### config.mk
export PLATFORM = sky130hd
export DESIGN_NAME = fifo_sync_param_flat
export DESIGN_NICKNAME = d
export VERILOG_FILES = /design/src/rtl/fifo_pkg.sv /design/src/rtl/fifo_sync_param_if.sv /design/src/rtl/fifo_sync_mem.sv /design/src/rtl/fifo_sync_param.sv /design/src/flat_wrapper.sv
export SDC_FILE = /design/constraint.sdc
export NUM_CORES = 1
export LEC_CHECK = 0
export ABC_AREA = 1
export CAP_MARGIN = 20
export CORE_UTILIZATION = 35
export CTS_BUF_LIST = sky130_fd_sc_hd__clkbuf_16
export DETAILED_ROUTE_END_ITERATION = 12
export GPL_TIMING_DRIVEN = 0
export SYNTH_ARGS = -nofsm -noshare
export SYNTH_HDL_FRONTEND = slang
export SYNTH_HIERARCHICAL = 1
export SYNTH_SLANG_ARGS = --single-unit
### constraint.sdc
create_clock -name clk -period 6.8 [get_ports clk]
set_clock_uncertainty 0.1 [all_clocks]
set_input_delay 1.36 -clock clk [delete_from_list [all_inputs] [get_ports clk]]
set_output_delay 1.36 -clock clk [all_outputs]
set_load 0.005 [all_outputs]
### src/rtl/fifo_pkg.sv
// rtl/fifo_pkg.sv - shared FIFO package: depth-to-address helper and flag reset constants
// Purpose: common types and constants for the sync and async FIFO tops.
// Ports: none (package).
package fifo_pkg;

    // Smallest address width whose power of two covers the requested depth.
    function automatic int addr_size_for_depth(input int depth);
        int n;
        n = 0;
        while ((1 << n) < depth) begin
            n = n + 1;
        end
        return n;
    endfunction

    typedef struct packed {
        logic w_full;
        logic r_empty;
        logic almost_full;
        logic almost_empty;
        logic overflow;
        logic underflow;
    } fifo_flags_t;

    // Empty FIFO: almost_empty is always true at level 0 since the threshold is >= 0.
    localparam fifo_flags_t FIFO_FLAGS_RST = '{
        w_full:       1'b0,
        r_empty:      1'b1,
        almost_full:  1'b0,
        almost_empty: 1'b1,
        overflow:     1'b0,
        underflow:    1'b0
    };

endpackage

### src/rtl/fifo_sync_param_if.sv
// rtl/fifo_sync_param_if.sv - producer/consumer interface of the single-clock FIFO
// Purpose: bundles write, read, error-clear and status signals.
// Ports: master = producer/consumer side, slave = FIFO side.
interface fifo_sync_param_if #(
    parameter int MEMORY_WIDTH = 8,
    parameter int ADDRESS_SIZE = 4
);
    logic                    w_en;
    logic [MEMORY_WIDTH-1:0] wdata;
    logic                    r_en;
    logic                    err_clr;
    logic [MEMORY_WIDTH-1:0] rdata;
    logic                    w_full;
    logic                    r_empty;
    logic                    almost_full;
    logic                    almost_empty;
    logic [ADDRESS_SIZE:0]   level;
    logic                    overflow;
    logic                    underflow;

    modport master (
        output w_en, wdata, r_en, err_clr,
        input  rdata, w_full, r_empty, almost_full, almost_empty, level, overflow, underflow
    );

    modport slave (
        input  w_en, wdata, r_en, err_clr,
        output rdata, w_full, r_empty, almost_full, almost_empty, level, overflow, underflow
    );
endinterface

### src/rtl/fifo_sync_mem.sv
// rtl/fifo_sync_mem.sv - 1W/1R RAM with registered or asynchronous read
// Purpose: storage for fifo_sync_param; contents are never reset.
// Ports: clk, rst (clears the read register), w_en_i/w_addr_i/wdata_i write port,
//        r_en_i/r_addr_i read port, rdata_o read data.
module fifo_sync_mem #(
    parameter int MEMORY_WIDTH = 8,
    parameter int ADDRESS_SIZE = 4,
    parameter bit FWFT         = 1'b0
) (
    input  logic                    clk,
    input  logic                    rst,
    input  logic                    w_en_i,
    input  logic [ADDRESS_SIZE-1:0] w_addr_i,
    input  logic [MEMORY_WIDTH-1:0] wdata_i,
    input  logic                    r_en_i,
    input  logic [ADDRESS_SIZE-1:0] r_addr_i,
    output logic [MEMORY_WIDTH-1:0] rdata_o
);
    logic [MEMORY_WIDTH-1:0] mem_q [2**ADDRESS_SIZE];

    always_ff @(posedge clk) begin
        if (w_en_i) begin
            mem_q[w_addr_i] <= wdata_i;
        end
    end

    generate
        if (FWFT) begin : g_async_read
            // Head word is presented directly; read enable and reset have no role here.
            logic unused_fwft;
            assign unused_fwft = r_en_i ^ rst;
            assign rdata_o     = mem_q[r_addr_i];
        end else begin : g_reg_read
            logic [MEMORY_WIDTH-1:0] rdata_q;
            always_ff @(posedge clk or posedge rst) begin
                if (rst) begin
                    rdata_q <= '0;
                end else if (r_en_i) begin
                    rdata_q <= mem_q[r_addr_i];
                end
            end
            assign rdata_o = rdata_q;
        end
    endgenerate

endmodule

### src/rtl/fifo_sync_param.sv
// rtl/fifo_sync_param.sv - parametrised single-clock FIFO with level, thresholds and sticky errors
// Purpose: same-domain buffer between a producer and a consumer; registered or FWFT read.
// Ports: clk, rst (async, active-high), bus (slave modport: w_en, wdata, r_en, err_clr in;
//        rdata, w_full, r_empty, almost_full, almost_empty, level, overflow, underflow out).
module fifo_sync_param
    import fifo_pkg::*;
#(
    parameter int MEMORY_WIDTH    = 8,
    parameter int ADDRESS_SIZE    = 4,
    parameter int MEMORY_DEPTH    = 16,
    parameter int ALMOST_FULL_TH  = 14,
    parameter int ALMOST_EMPTY_TH = 2,
    parameter bit FWFT            = 1'b0
) (
    input  logic               clk,
    input  logic               rst,
    fifo_sync_param_if.slave   bus
);
    localparam int PW = ADDRESS_SIZE + 1;

    generate
        if (MEMORY_DEPTH != (1 << ADDRESS_SIZE) ||
            ADDRESS_SIZE != addr_size_for_depth(MEMORY_DEPTH)) begin : g_bad_depth
            $error("fifo_sync_param: MEMORY_DEPTH must equal 2**ADDRESS_SIZE");
        end
        if (ALMOST_FULL_TH <= ALMOST_EMPTY_TH) begin : g_bad_th_order
            $error("fifo_sync_param: ALMOST_FULL_TH must exceed ALMOST_EMPTY_TH");
        end
        if (ALMOST_FULL_TH < 1 || ALMOST_FULL_TH > MEMORY_DEPTH ||
            ALMOST_EMPTY_TH < 0 || ALMOST_EMPTY_TH > MEMORY_DEPTH - 1) begin : g_bad_th_range
            $error("fifo_sync_param: threshold out of range");
        end
    endgenerate

    logic [PW-1:0]           w_ptr_q, w_ptr_d;
    logic [PW-1:0]           r_ptr_q, r_ptr_d;
    logic [PW-1:0]           level_q, level_d;
    fifo_flags_t             flags_q, flags_d;
    logic                    wr_ok, rd_ok;
    logic [MEMORY_WIDTH-1:0] mem_rdata;

    always_comb begin
        // Acceptance uses the registered flags, so a full FIFO refuses the write even
        // when a read in the same cycle would free a slot.
        wr_ok   = bus.w_en & ~flags_q.w_full;
        rd_ok   = bus.r_en & ~flags_q.r_empty;
        w_ptr_d = w_ptr_q + PW'(wr_ok);
        r_ptr_d = r_ptr_q + PW'(rd_ok);
        // Extra pointer bit makes the modular difference cover 0..MEMORY_DEPTH.
        level_d = w_ptr_d - r_ptr_d;

        flags_d              = flags_q;
        flags_d.w_full       = (level_d == PW'(MEMORY_DEPTH));
        flags_d.r_empty      = (level_d == '0);
        flags_d.almost_full  = (level_d >= PW'(ALMOST_FULL_TH));
        flags_d.almost_empty = (level_d <= PW'(ALMOST_EMPTY_TH));
        // A new error wins over a concurrent clear.
        flags_d.overflow     = (flags_q.overflow  & ~bus.err_clr) | (bus.w_en & flags_q.w_full);
        flags_d.underflow    = (flags_q.underflow & ~bus.err_clr) | (bus.r_en & flags_q.r_empty);
    end

    always_ff @(posedge clk or posedge rst) begin
        if (rst) begin
            w_ptr_q <= '0;
            r_ptr_q <= '0;
            level_q <= '0;
            flags_q <= FIFO_FLAGS_RST;
        end else begin
            w_ptr_q <= w_ptr_d;
            r_ptr_q <= r_ptr_d;
            level_q <= level_d;
            flags_q <= flags_d;
        end
    end

    fifo_sync_mem #(
        .MEMORY_WIDTH (MEMORY_WIDTH),
        .ADDRESS_SIZE (ADDRESS_SIZE),
        .FWFT         (FWFT)
    ) u_mem (
        .clk      (clk),
        .rst      (rst),
        .w_en_i   (wr_ok),
        .w_addr_i (w_ptr_q[ADDRESS_SIZE-1:0]),
        .wdata_i  (bus.wdata),
        .r_en_i   (rd_ok),
        .r_addr_i (r_ptr_q[ADDRESS_SIZE-1:0]),
        .rdata_o  (mem_rdata)
    );

    // In FWFT mode the RAM output is stale or uninitialised while empty; present zero instead.
    assign bus.rdata        = (FWFT && flags_q.r_empty) ? '0 : mem_rdata;
    assign bus.level        = level_q;
    assign bus.w_full       = flags_q.w_full;
    assign bus.r_empty      = flags_q.r_empty;
    assign bus.almost_full  = flags_q.almost_full;
    assign bus.almost_empty = flags_q.almost_empty;
    assign bus.overflow     = flags_q.overflow;
    assign bus.underflow    = flags_q.underflow;

endmodule
### src/flat_wrapper.sv
// flat-port wrapper written by rule: the top's interface ports become plain ports
module fifo_sync_param_flat import fifo_pkg::*;
#(
    parameter int MEMORY_WIDTH    = 8,
    parameter int ADDRESS_SIZE    = 4,
    parameter int MEMORY_DEPTH    = 16,
    parameter int ALMOST_FULL_TH  = 14,
    parameter int ALMOST_EMPTY_TH = 2,
    parameter bit FWFT            = 1'b0
)
  (clk, rst, bus_w_en, bus_wdata, bus_r_en, bus_err_clr, bus_rdata, bus_w_full, bus_r_empty, bus_almost_full, bus_almost_empty, bus_level, bus_overflow, bus_underflow);
  fifo_sync_param_if #(.MEMORY_WIDTH(MEMORY_WIDTH), .ADDRESS_SIZE(ADDRESS_SIZE)) bus_i ();
  input  logic clk;
  input  logic rst;
  input wire logic [$bits(bus_i.w_en)-1:0] bus_w_en;
  input wire logic [$bits(bus_i.wdata)-1:0] bus_wdata;
  input wire logic [$bits(bus_i.r_en)-1:0] bus_r_en;
  input wire logic [$bits(bus_i.err_clr)-1:0] bus_err_clr;
  output wire logic [$bits(bus_i.rdata)-1:0] bus_rdata;
  output wire logic [$bits(bus_i.w_full)-1:0] bus_w_full;
  output wire logic [$bits(bus_i.r_empty)-1:0] bus_r_empty;
  output wire logic [$bits(bus_i.almost_full)-1:0] bus_almost_full;
  output wire logic [$bits(bus_i.almost_empty)-1:0] bus_almost_empty;
  output wire logic [$bits(bus_i.level)-1:0] bus_level;
  output wire logic [$bits(bus_i.overflow)-1:0] bus_overflow;
  output wire logic [$bits(bus_i.underflow)-1:0] bus_underflow;
  assign bus_i.w_en = bus_w_en;
  assign bus_i.wdata = bus_wdata;
  assign bus_i.r_en = bus_r_en;
  assign bus_i.err_clr = bus_err_clr;
  assign bus_rdata = bus_i.rdata;
  assign bus_w_full = bus_i.w_full;
  assign bus_r_empty = bus_i.r_empty;
  assign bus_almost_full = bus_i.almost_full;
  assign bus_almost_empty = bus_i.almost_empty;
  assign bus_level = bus_i.level;
  assign bus_overflow = bus_i.overflow;
  assign bus_underflow = bus_i.underflow;
  fifo_sync_param #(.MEMORY_WIDTH(MEMORY_WIDTH), .ADDRESS_SIZE(ADDRESS_SIZE), .MEMORY_DEPTH(MEMORY_DEPTH), .ALMOST_FULL_TH(ALMOST_FULL_TH), .ALMOST_EMPTY_TH(ALMOST_EMPTY_TH), .FWFT(FWFT)) u_core (.clk(clk), .rst(rst), .bus(bus_i));
endmodule
==> impl_metrics.toml <==
[cts]
post_cts_buffers = 0
clk_path_buf_depth = 2
cts.clk_slew.worst_paths_ns = 0.06
cts_hold_buffers = 0
clockRootBuffer = "clkbuf_16"
clkLatencyLatePin_ns = 0.41
cts_buffers = 17
cts_tree = "built"
h-tree-depth = 4
clock-sinks = 157
cts.repair.resized = 0

[pwr]
cellPowerDensity_mw_per_mm2 = 462
vdd_drop_max_v = 0.000260
p_leak_nw = 3.18

[setup_path]
critPathCaptureType = "flip-flop"
crit_type = "input port to flip-flop"
cp-start-kind = "input port"
slowest_delay_ns = 0.49
crit_start = "bus_w_en"
endpoint = "u_core/bus.almost_full$_DFF_PP0_"
r2r_end = "u_core/bus.almost_full$_DFF_PP0_"
cpMostUsedCell = "nand2_1"
worstReg2RegStart = "u_core/bus.w_full$_DFF_PP0_"
worstPathMaxFanout = 5
cp.arrival_ns = 3.94
reg2reg_depth = 13
cp_cell_sequence = "clkdlybuf4s50_1 > inv_1 > nor2_1 > ha_1 > ha_1 > xnor2_1 > ha_1 > inv_1 > nand2_1 > a21oi_2 > nand2_2 > nand2_2 > nand2_1 > nand2_1 > nand2_1"
ff2ff_setup_slack_ns = 4.13
slowest_stage = "clkdlybuf4s50_1"
critPathRequiredTime_ns = 7.00

[final_layout]
drive_gt1_frac = 0.117
fillers = 1763
layout_common_cells = "nand2_1, edfxtp_1, nand3_1, clkdlybuf4s50_1, dfrtp_1"
fin_area_sq_mm = 0.00796
area_growth_pct = 17.8
num_antenna_cells = 0
multi_input_area_sq_mm = 0.00183
final_common_cell = "nand2_1"
finalNonFillerCells = 946
register_area_sq_mm = 0.00457
final_util = 0.423
nets = 693

[grt]
grt_use_total = 0.167
grt_max_degree = 22
antenna_found_initial = 0
overflow = 0
grt_pass1_vias = 4535
grt_pass1_wl_microns = 24300

[routing]
drt-vias-per-instance = 4.80
wl_per_cell_microns = 16.3
remaining_drc_errors = 0
firstDrtPassIters = 5
ant_nets = 0
drt_iter0_drc = 321
wl_microns = 15400
route.vias.total = 4542

[synthesis]
syn-instance-count = 623
ys_ff_latch = 157
synth_nets = 643
ys_types = 23
yosys_warnings = 6
synth_area_sq_mm = 0.00676
synth-seq-area-share = 0.677
synth_area_per_cell_sq_um = 10.8

[die]
io_pins = 32
fp-row-count = 50
die_x_microns = 141
die_y_microns = 141
start_util = 0.359
core_sq_mm = 0.0188
dieArea_sq_mm = 0.0199

[outcome]
status = "finished, final reports clean"

[sta]
setup_tns_ns = 0
tightest_slew_ns = 0.829
grt_setup_unrepaired = "false"
finalHoldViolCount = 0
clock.fmax_mhz = 267
setup_viol = 0
slew_headroom = 0.446
fin_crit_ns = 3.74
slew_violations = 0
post-route-period-util = 0.550

[place]
gp_congestion = 0.899
dpl.cell_count = 914
post_dp_cell_area_sq_mm = 0.00739
portBuffers = 31
hpwlAfterDp_microns = 10500

[job]
maxCapViolations = 0

[worst_hold_path]
hold_path_class = "flip-flop to flip-flop"
worstHoldStart = "u_core/u_mem/rdata_o[2]$_DFFE_PP0P_"
==> power breakdown <==
| part | internal [W] | switching, W | total [W] |
|---|---|---|---|
| Clock | 0.000538 | 0.000361 | 0.000899 |
| Sequential | 0.00120 | 0.0000735 | 0.00128 |
| Combinational | 0.000538 | 0.000970 | 0.00151 |
==> critical path, delay by kind of cell <==
kind                       cells  cell delay (ns)
AOI/OAI and AO/OA              1             0.16
xor gates and xnor gates       1             0.14
adders and majority gates      3             0.85
buffers and inverters          3             0.59
and+or+nand+nor                7             0.84
==> sequential cells by signal, summed over array words and instances (netlist names) <==
register / count
u_core/bus.overflow: 1
u_core/bus.almost_full: 1
u_core/bus.underflow: 1
u_core/u_mem/rdata_o: 8
u_core/w_ptr_q: 5
u_core/bus.w_full: 1
u_core/bus.r_empty: 1
u_core/r_ptr_q: 5
u_core/bus.almost_empty: 1
u_core/bus.level: 5
u_core/u_mem/mem_q: 128
==> cell usage after synthesis <==
master,n,area [sq um]
nand4_1,7,43.8
edfxtp_1,128,3840
dfrtp_1,27,676
buf_6,11,124
nand2_1,240,901
o21ai_0,2,10.0
xnor2_1,1,8.76
ha_1,7,87.6
nand3_1,104,521
inv_1,26,97.6
buf_4,4,30.0
a21oi_2,1,8.76
inv_2,5,18.8
nor2_1,25,93.8
nand3b_1,2,15.0
a21boi_1,1,7.51
dfstp_2,2,52.6
nand3_2,3,30.0
nand2_2,12,75.1
clkbuf_8,3,41.3
a21oi_1,1,5.00
buf_2,9,45.0
nand2_4,2,22.5
==> kinds of logic (layout without fill, tap and decap cells) <==
kind of cell	Yosys count	count (layout)	share of synthesized area
xor gates and xnor gates	1	1	0.00130
adders and majority gates	7	7	0.0130
DFF	157	157	0.677
AOI/OAI and AO/OA	5	5	0.00463
and+or+nand+nor	395	395	0.252
buffers and inverters	58	121	0.0528
==> metal layers <==
metal | share of wire | track usage
met5 | 0 | 0
met4 | 0.030 | 0.0835
met1 | 0.42 | 0.206
met2 | 0.49 | 0.280
met3 | 0.059 | 0.0343
==> worst min path at each step <==
stage | slack, ns | cells past startpoint | to
floorplan | 0.37 | 2 | u_core/u_mem/rdata_o[0]$_DFFE_PP0P_
global placement | 0.37 | 2 | u_core/u_mem/rdata_o[0]$_DFFE_PP0P_
detailed placement | 0.36 | 2 | u_core/u_mem/rdata_o[2]$_DFFE_PP0P_
CTS | 0.38 | 2 | u_core/u_mem/rdata_o[2]$_DFFE_PP0P_
global route | 0.39 | 2 | u_core/u_mem/rdata_o[2]$_DFFE_PP0P_
finish | 0.38 | 2 | u_core/u_mem/rdata_o[2]$_DFFE_PP0P_
==> final cells by class <==
class	count	area share
Tap cell	260	0.0408
Clock inverter	15	0.0182
Buffer	27	0.0302
Timing Repair Buffer	31	0.0390
Sequential cell	157	0.574
Multi-Input combinational cell	408	0.230
Clock buffer	17	0.0534
Inverter	31	0.0146
==> stage by stage <==
stage	power, W	setup WS, ns	hold slack, ns
6_report	0.00368	3.06	0.377
4_1_cts	0.00370	3.07	0.381
3_3_place_gp	0.00276	2.71	0.372
5_1_grt	0.00393	2.84	0.395
3_5_place_dp	0.00279	2.64	0.365
2_1_floorplan	0.00230	3.60	0.372
Power figures use the tool's default switching activity.
